[config.mk]
export PLATFORM = sky130hd
export DESIGN_NAME = fadc_sample_acc
export DESIGN_NICKNAME = d
export VERILOG_FILES = /design/src/rtl/fadc_sample_acc.sv
export SDC_FILE = /design/constraint.sdc
export NUM_CORES = 1
export LEC_CHECK = 0
export CELL_PAD_IN_SITES_DETAIL_PLACEMENT = 0
export CELL_PAD_IN_SITES_GLOBAL_PLACEMENT = 1
export CORE_MARGIN = 3
export CORE_UTILIZATION = 50
export CTS_CLUSTER_SIZE = 25
export DETAILED_ROUTE_END_ITERATION = 6
export DONT_BUFFER_PORTS = 1
export GPL_ROUTABILITY_DRIVEN = 1
export PLACE_DENSITY = 0.89
export SLEW_MARGIN = 20
export SYNTH_ARGS = -nofsm -noshare
export SYNTH_HDL_FRONTEND = slang
export SYNTH_SLANG_ARGS = --single-unit
[constraint.sdc]
create_clock -name clk -period 7.13 [get_ports clk]
set_clock_uncertainty 0.15 [all_clocks]
set_input_delay 0.3565 -clock clk [delete_from_list [all_inputs] [get_ports clk]]
set_output_delay 0.3565 -clock clk [all_outputs]
set_load 0.005 [all_outputs]
[src/rtl/fadc_sample_acc.sv]
// Flash-ADC sample accumulator: thermometer capture, binary decode, power-of-two sum, valid/ready output.
// Optional bubble correction ahead of the encoder is enabled by defining FADC_BUBBLE_CORR_EN.
module fadc_sample_acc #(
    parameter int unsigned N_COMP   = 15,
    parameter int unsigned ACC_LOG2 = 4,
    localparam int unsigned BIN_W   = $clog2(N_COMP + 1),
    localparam int unsigned SUM_W   = BIN_W + ACC_LOG2
) (
    input  logic              clk,
    input  logic              rst,
    input  logic              start,
    input  logic [N_COMP-1:0] thermo_in,
    input  logic              thermo_vld,
    output logic [SUM_W-1:0]  sum_out,
    output logic              sum_vld,
    input  logic              sum_rdy,
    output logic              busy,
    output logic              drop
);

    localparam int unsigned CNT_W       = ACC_LOG2 + 1;
    localparam int unsigned NUM_SAMPLES = 1 << ACC_LOG2;

    typedef enum logic [1:0] {IDLE, ACC, FLUSH, HOLD} state_t;

    state_t            state;
    logic [N_COMP-1:0] s1_word;
    logic              s1_vld;
    logic [N_COMP-1:0] enc_word;
    logic [BIN_W-1:0]  bin;
    logic [CNT_W-1:0]  cnt;
    logic [SUM_W-1:0]  acc;

`ifdef FADC_BUBBLE_CORR_EN
    // Three-tap majority vote, padded with 1 below bit 0 and 0 above the top bit.
    logic [N_COMP+1:0] ext;
    assign ext = {1'b0, s1_word, 1'b1};

    always_comb begin
        enc_word = '0;
        for (int i = 0; i < int'(N_COMP); i++) begin
            enc_word[i] = (ext[i] & ext[i+1]) | (ext[i] & ext[i+2]) | (ext[i+1] & ext[i+2]);
        end
    end
`else
    assign enc_word = s1_word;
`endif

    // Priority encode: highest set bit index plus one.
    always_comb begin
        bin = '0;
        for (int i = 0; i < int'(N_COMP); i++) begin
            if (enc_word[i]) bin = BIN_W'(i + 1);
        end
    end

    always_ff @(posedge clk) begin
        if (rst) begin
            state   <= IDLE;
            s1_word <= '0;
            s1_vld  <= 1'b0;
            cnt     <= '0;
            acc     <= '0;
            sum_out <= '0;
            sum_vld <= 1'b0;
            busy    <= 1'b0;
            drop    <= 1'b0;
        end else begin
            drop   <= thermo_vld && (state != ACC);
            s1_vld <= 1'b0;
            if (s1_vld) acc <= acc + SUM_W'(bin);

            case (state)
                IDLE: begin
                    busy <= 1'b0;
                    if (start) begin
                        acc   <= '0;
                        cnt   <= '0;
                        state <= ACC;
                    end
                end
                ACC: begin
                    busy <= 1'b1;
                    if (thermo_vld) begin
                        s1_word <= thermo_in;
                        s1_vld  <= 1'b1;
                        cnt     <= cnt + CNT_W'(1);
                        if (cnt == CNT_W'(NUM_SAMPLES - 1)) state <= FLUSH;
                    end
                end
                FLUSH: begin
                    busy  <= 1'b1;
                    state <= HOLD;
                end
                HOLD: begin
                    // First HOLD cycle latches the completed sum; it stays frozen until accepted.
                    if (!sum_vld) begin
                        sum_vld <= 1'b1;
                        sum_out <= acc;
                    end else if (sum_rdy) begin
                        sum_vld <= 1'b0;
                        busy    <= 1'b0;
                        state   <= IDLE;
                    end
                end
                default: state <= IDLE;
            endcase
        end
    end

endmodule

Word-level counts from Yosys, hierarchy flattened
Index checks and enable logic that the tools add are counted.
{ "classes": {"eq_ne": 10, "n_mux": 33, "n_addsub": 2, "reduce_logical": 10, "bitwise_logic": 2} }
{ "op_table": {"columns": ["cell", "n"], "rows": [
  ["$mux W4", 14],
  ["$mux W8", 3],
  ["$mux W2", 5],
  ["$mux W5", 2],
  ["$ne A2 B2 Y1 const B", 5],
  ["$pmux W5 S2", 1],
  ["$add A8 B4 Y8", 1],
  ["$pmux W2 S4", 1],
  ["$mux W1", 6],
  ["$reduce_and A2 Y1", 3],
  ["$add A5 B1 Y5 const B", 1],
  ["$eq A5 B4 Y1 const B", 1],
  ["$reduce_and A5 Y1", 1],
  ["$eq A2 B2 Y1 const B", 2],
  ["$reduce_or A2 Y1", 2],
  ["$pmux W1 S3", 1],
  ["$reduce_and A3 Y1", 1],
  ["$eq A2 B1 Y1 const B", 1],
  ["$logic_not A2 Y1", 1],
  ["$ne A2 B1 Y1 const B", 1],
  ["$not A1 Y1", 2],
  ["$reduce_bool A2 Y1", 1],
  ["$logic_and A1 B1 Y1", 1]
]} }
{ "word_totals": {"wordCells": 66, "register_bits": 42} }

Longest topological paths before layout
{ "logic_depth": {"word_depth": 19, "depth_mapped": 11, "depth_no_buf": 11} }

Worst setup path before layout
No wires, ideal clock.
{ "synth_timing": {"path_kind": "register to register", "start": "register s1_word[1] (netlist: enc_word[1])", "end": "register acc[6]", "n_path_buf": 0, "t_arrival_ps": 2134, "setup_ps": 120, "stages_incl_launch_ff": 12, "slack_ps": 4726, "path_cell_list": "dfxtp_1 -> inv_1 -> a21oi_1 -> o31a_1 -> o41ai_1 -> ha_1 -> inv_1 -> fa_1 -> nand2b_1 -> a211oi_1 -> xnor2_1 -> nor2_1"} }
{ "synth_between": {"elab_chain_len": 18} }
{ "synth_rtl": {"columns": ["element", "line", "source"], "rows": [
  ["start, declared", "27", "logic [N_COMP-1:0] s1_word;"],
  ["start signal, assigned", "85", "s1_word <= thermo_in;"],
  ["$mux W4 * (14 in series)", "53", "if (enc_word[i]) bin = BIN_W'(i + 1);"],
  ["$add A8 B4 Y8 *", "71", "if (s1_vld) acc <= acc + SUM_W'(bin);"],
  ["$mux W8 *", "71", null],
  ["$mux W8", "76", "if (start) begin"],
  ["$mux W8 *", "73", "case (state)"],
  ["end signal, assigned", "71", null],
  ["end, declared", "32", "logic [SUM_W-1:0] acc;"]
]} }
Every way passes the cells marked *; elsewhere a longest branch is shown, timed or not.
A chain may end at the register's enable or synchronous reset.

Worst setup path in the final report
Same ends and word-level chain as after synthesis.

==> metrics.txt <==
design area 2069 µm²; Worst-Margin Slew 852.5 ps; setup tns final 0 ps; GR Util All Layers 0.1671; CTS buffer count 5; full die area 4703 µm²; cell area after synthesis 1958 µm²; GRT Residual Overflow 0; Starting Density 0.5269; PwrDens 301.9 nW/µm²; crit path DAT 2580 ps; prevailing post-synth register cell dfxtp_1; Cell Area, Placed 1971 µm²; die width 68.58 µm; # setup viols final 0; final hold slack 44.86 ps; vias in the first global route 1381; Layout Utilization 0.5569; Net Count, Synth 262; Peak Freq 392.2 MHz; fin crit share 0.3576; vias post-DR 1476; initial antenna violation count 0; htree depth 2; post-synthesis sequential area ratio 0.4294; Clock Sink Count 42; 1st-iter DRT viols 70; Final #Nets 261; Worst Setup Start Kind flop; crit end category flop; DRC viols 0; Reg clk slew, reported paths 80 ps; Vias/cell 5.329; Setup CP Type flop to flop; Post-synth EDFFs 0; global-route wire length before repair 5.934 mm; Area growth, synth to finish 5.687%; Peak VDD IR 0.0001441 V; final setup margin 4580 ps; Final Max Tran Viols 0; dpl cells 269; placer's final routability congestion estimate 0.7846; syn_area_per_cell 8.514 µm²; drt total wl 3.572 mm; Yosys Warn Count 0; DR pass1 iterations 5; CP required 7160 ps; n_diodes 0; Max-Cap Viols 0; worst skew pair latency 290 ps; post-synthesis cell type count 40; RSZ-0062 raised after global routing false; WL per Instance 12.90 µm; status finished clean; max_slew headroom 0.4305; boundary pin count 31; Routed Antenna Nets 0; Clock Path Buffers 2; total power 624.8 µW; CTS root buf clkbuf_8; final hold vios 0; IO Port Bufs 0; Core Area 3716 µm²; Setup Buffers After CTS 0; row count 22; Place WS 4579 ps; Mapped Cells 230; pin count of the biggest net entering global routing 33; Tmin final 2550 ps; critical-path maximum fanout 3; fraction of final layout cells sized beyond drive strength 1 0.04367; #FFs+latches synth 42; ys async rst share 0; HPWL after DPL 2.564 mm; HP Class input pin to flop; leakage power total 0.7530 nW; final std cells w/o fill 277; CTS tree yes; Die Span Y 68.58 µm
==> worst paths after layout <==
check	end	slack (ps)	startpoint	cells after the start
setup / recovery	acc[6]$_SDFF_PP0_	4580	enc_word[1]$_SDFFE_PP0P_	11
hold / removal	enc_word[2]$_SDFFE_PP0P_	40	thermo_in[2]	2
setup reg to reg	acc[6]$_SDFF_PP0_	4580	enc_word[1]$_SDFFE_PP0P_	11
hold reg to reg	enc_word[0]$_SDFFE_PP0P_	310	enc_word[0]$_SDFFE_PP0P_	2
==> power by group <==
part / switching (mW) / internal (mW) / total, mW
registers: 0.0255 / 0.260 / 0.286
logic: 0.117 / 0.0819 / 0.198
clock network: 0.0752 / 0.0657 / 0.141
total: 0.217 / 0.408 / 0.625
==> what timing repair did <==
action	4_1_cts	5_1_grt
hold endpoints to repair	32	0
hold buffers	1	0
endpoints found under the setup margin	0	0
gates resized for setup	0	0
==> worst max-delay path, cell delays in order, from the launching register on <==
cell and delay, ps:
dfxtp_1 330, inv_1 50, a21oi_1 60, o31a_1 250, o41ai_1 310, ha_1 220
inv_1 50, fa_1 380, nand2b_1 170, a211oi_1 260, xnor2_1 150, nor2_1 50
==> cells in the mapped netlist (2+ instances only) <==
library cell  count  area, µm²
xnor2_1           5      43.79
o31a_1            2      17.52
a211oi_1          4      30.03
o41ai_1           2      17.52
nor3_1            2      10.01
nor4_1            2      12.51
nor2b_1           3      18.77
a21oi_1          25      125.1
o31ai_1           2      15.01
and3_1            2      12.51
clkbuf_1          4      15.01
nand3_1           2      10.01
ha_1             11      137.6
nand2_1          39      146.4
inv_1            11      41.29
nand2b_1          2      12.51
o211ai_1          2      15.01
o21ai_1           2      10.01
buf_4             3      22.52
buf_2             2      10.01
dfxtp_1          42      840.8
mux2i_1          12      120.1
nor2_1           32      120.1
==> metal layers <==
layer | vias to the layer above | part of all wire | track usage
li1 | 782 | - | -
met1 | 661 | 0.45 | 0.1889
met2 | 26 | 0.47 | 0.2813
met3 | 7 | 0.065 | 0.07131
met4 | 0 | 0.013 | 0.05459
met5 | - | 0 | 0
==> cell usage in the layout (no fill, tap or decap), drive strengths merged, types with 3 or more instances in the layout <==
cell / Yosys / final
inv: 11 / 11
nor2: 32 / 32
nor2b: 3 / 3
a21oi: 25 / 25
clkbuf: 4 / 5
xnor2: 5 / 5
a211oi: 5 / 5
nand2: 39 / 39
ha: 11 / 11
mux2i: 12 / 12
o21ai: 3 / 3
dfxtp: 42 / 42
==> flip-flops by register name, summed over array words and instances, names as in the netlist <==
register,cells
enc_word,15
acc,8
sum_out,8
cnt,5
state,2
busy,1
drop,1
s1_vld,1
sum_vld,1
==> layout make-up <==
class,instances,area (µm²)
clock inverters,2,10.01
multi-input cells,168,1028
inverters,11,41.29
flip-flops and latches,42,840.8
repair buffers,1,20.02
clock buffers,5,68.82
well taps,48,60.06
fillers,370,1647
==> kinds of logic (layout without fill, tap and decap cells) <==
kind of cell | count (synthesis) | in the layout | synth area share
and+or+nand+nor | 89 | 89 | 0.1936
AOI/OAI and AO/OA | 49 | 49 | 0.1629
DFF | 42 | 42 | 0.4294
buffers and inverters | 20 | 19 | 0.04536
adders and majority gates | 12 | 12 | 0.08051
muxes | 12 | 12 | 0.06134
xor gates and xnor gates | 6 | 6 | 0.02684
No activity file was read; power rests on OpenSTA's default activity.
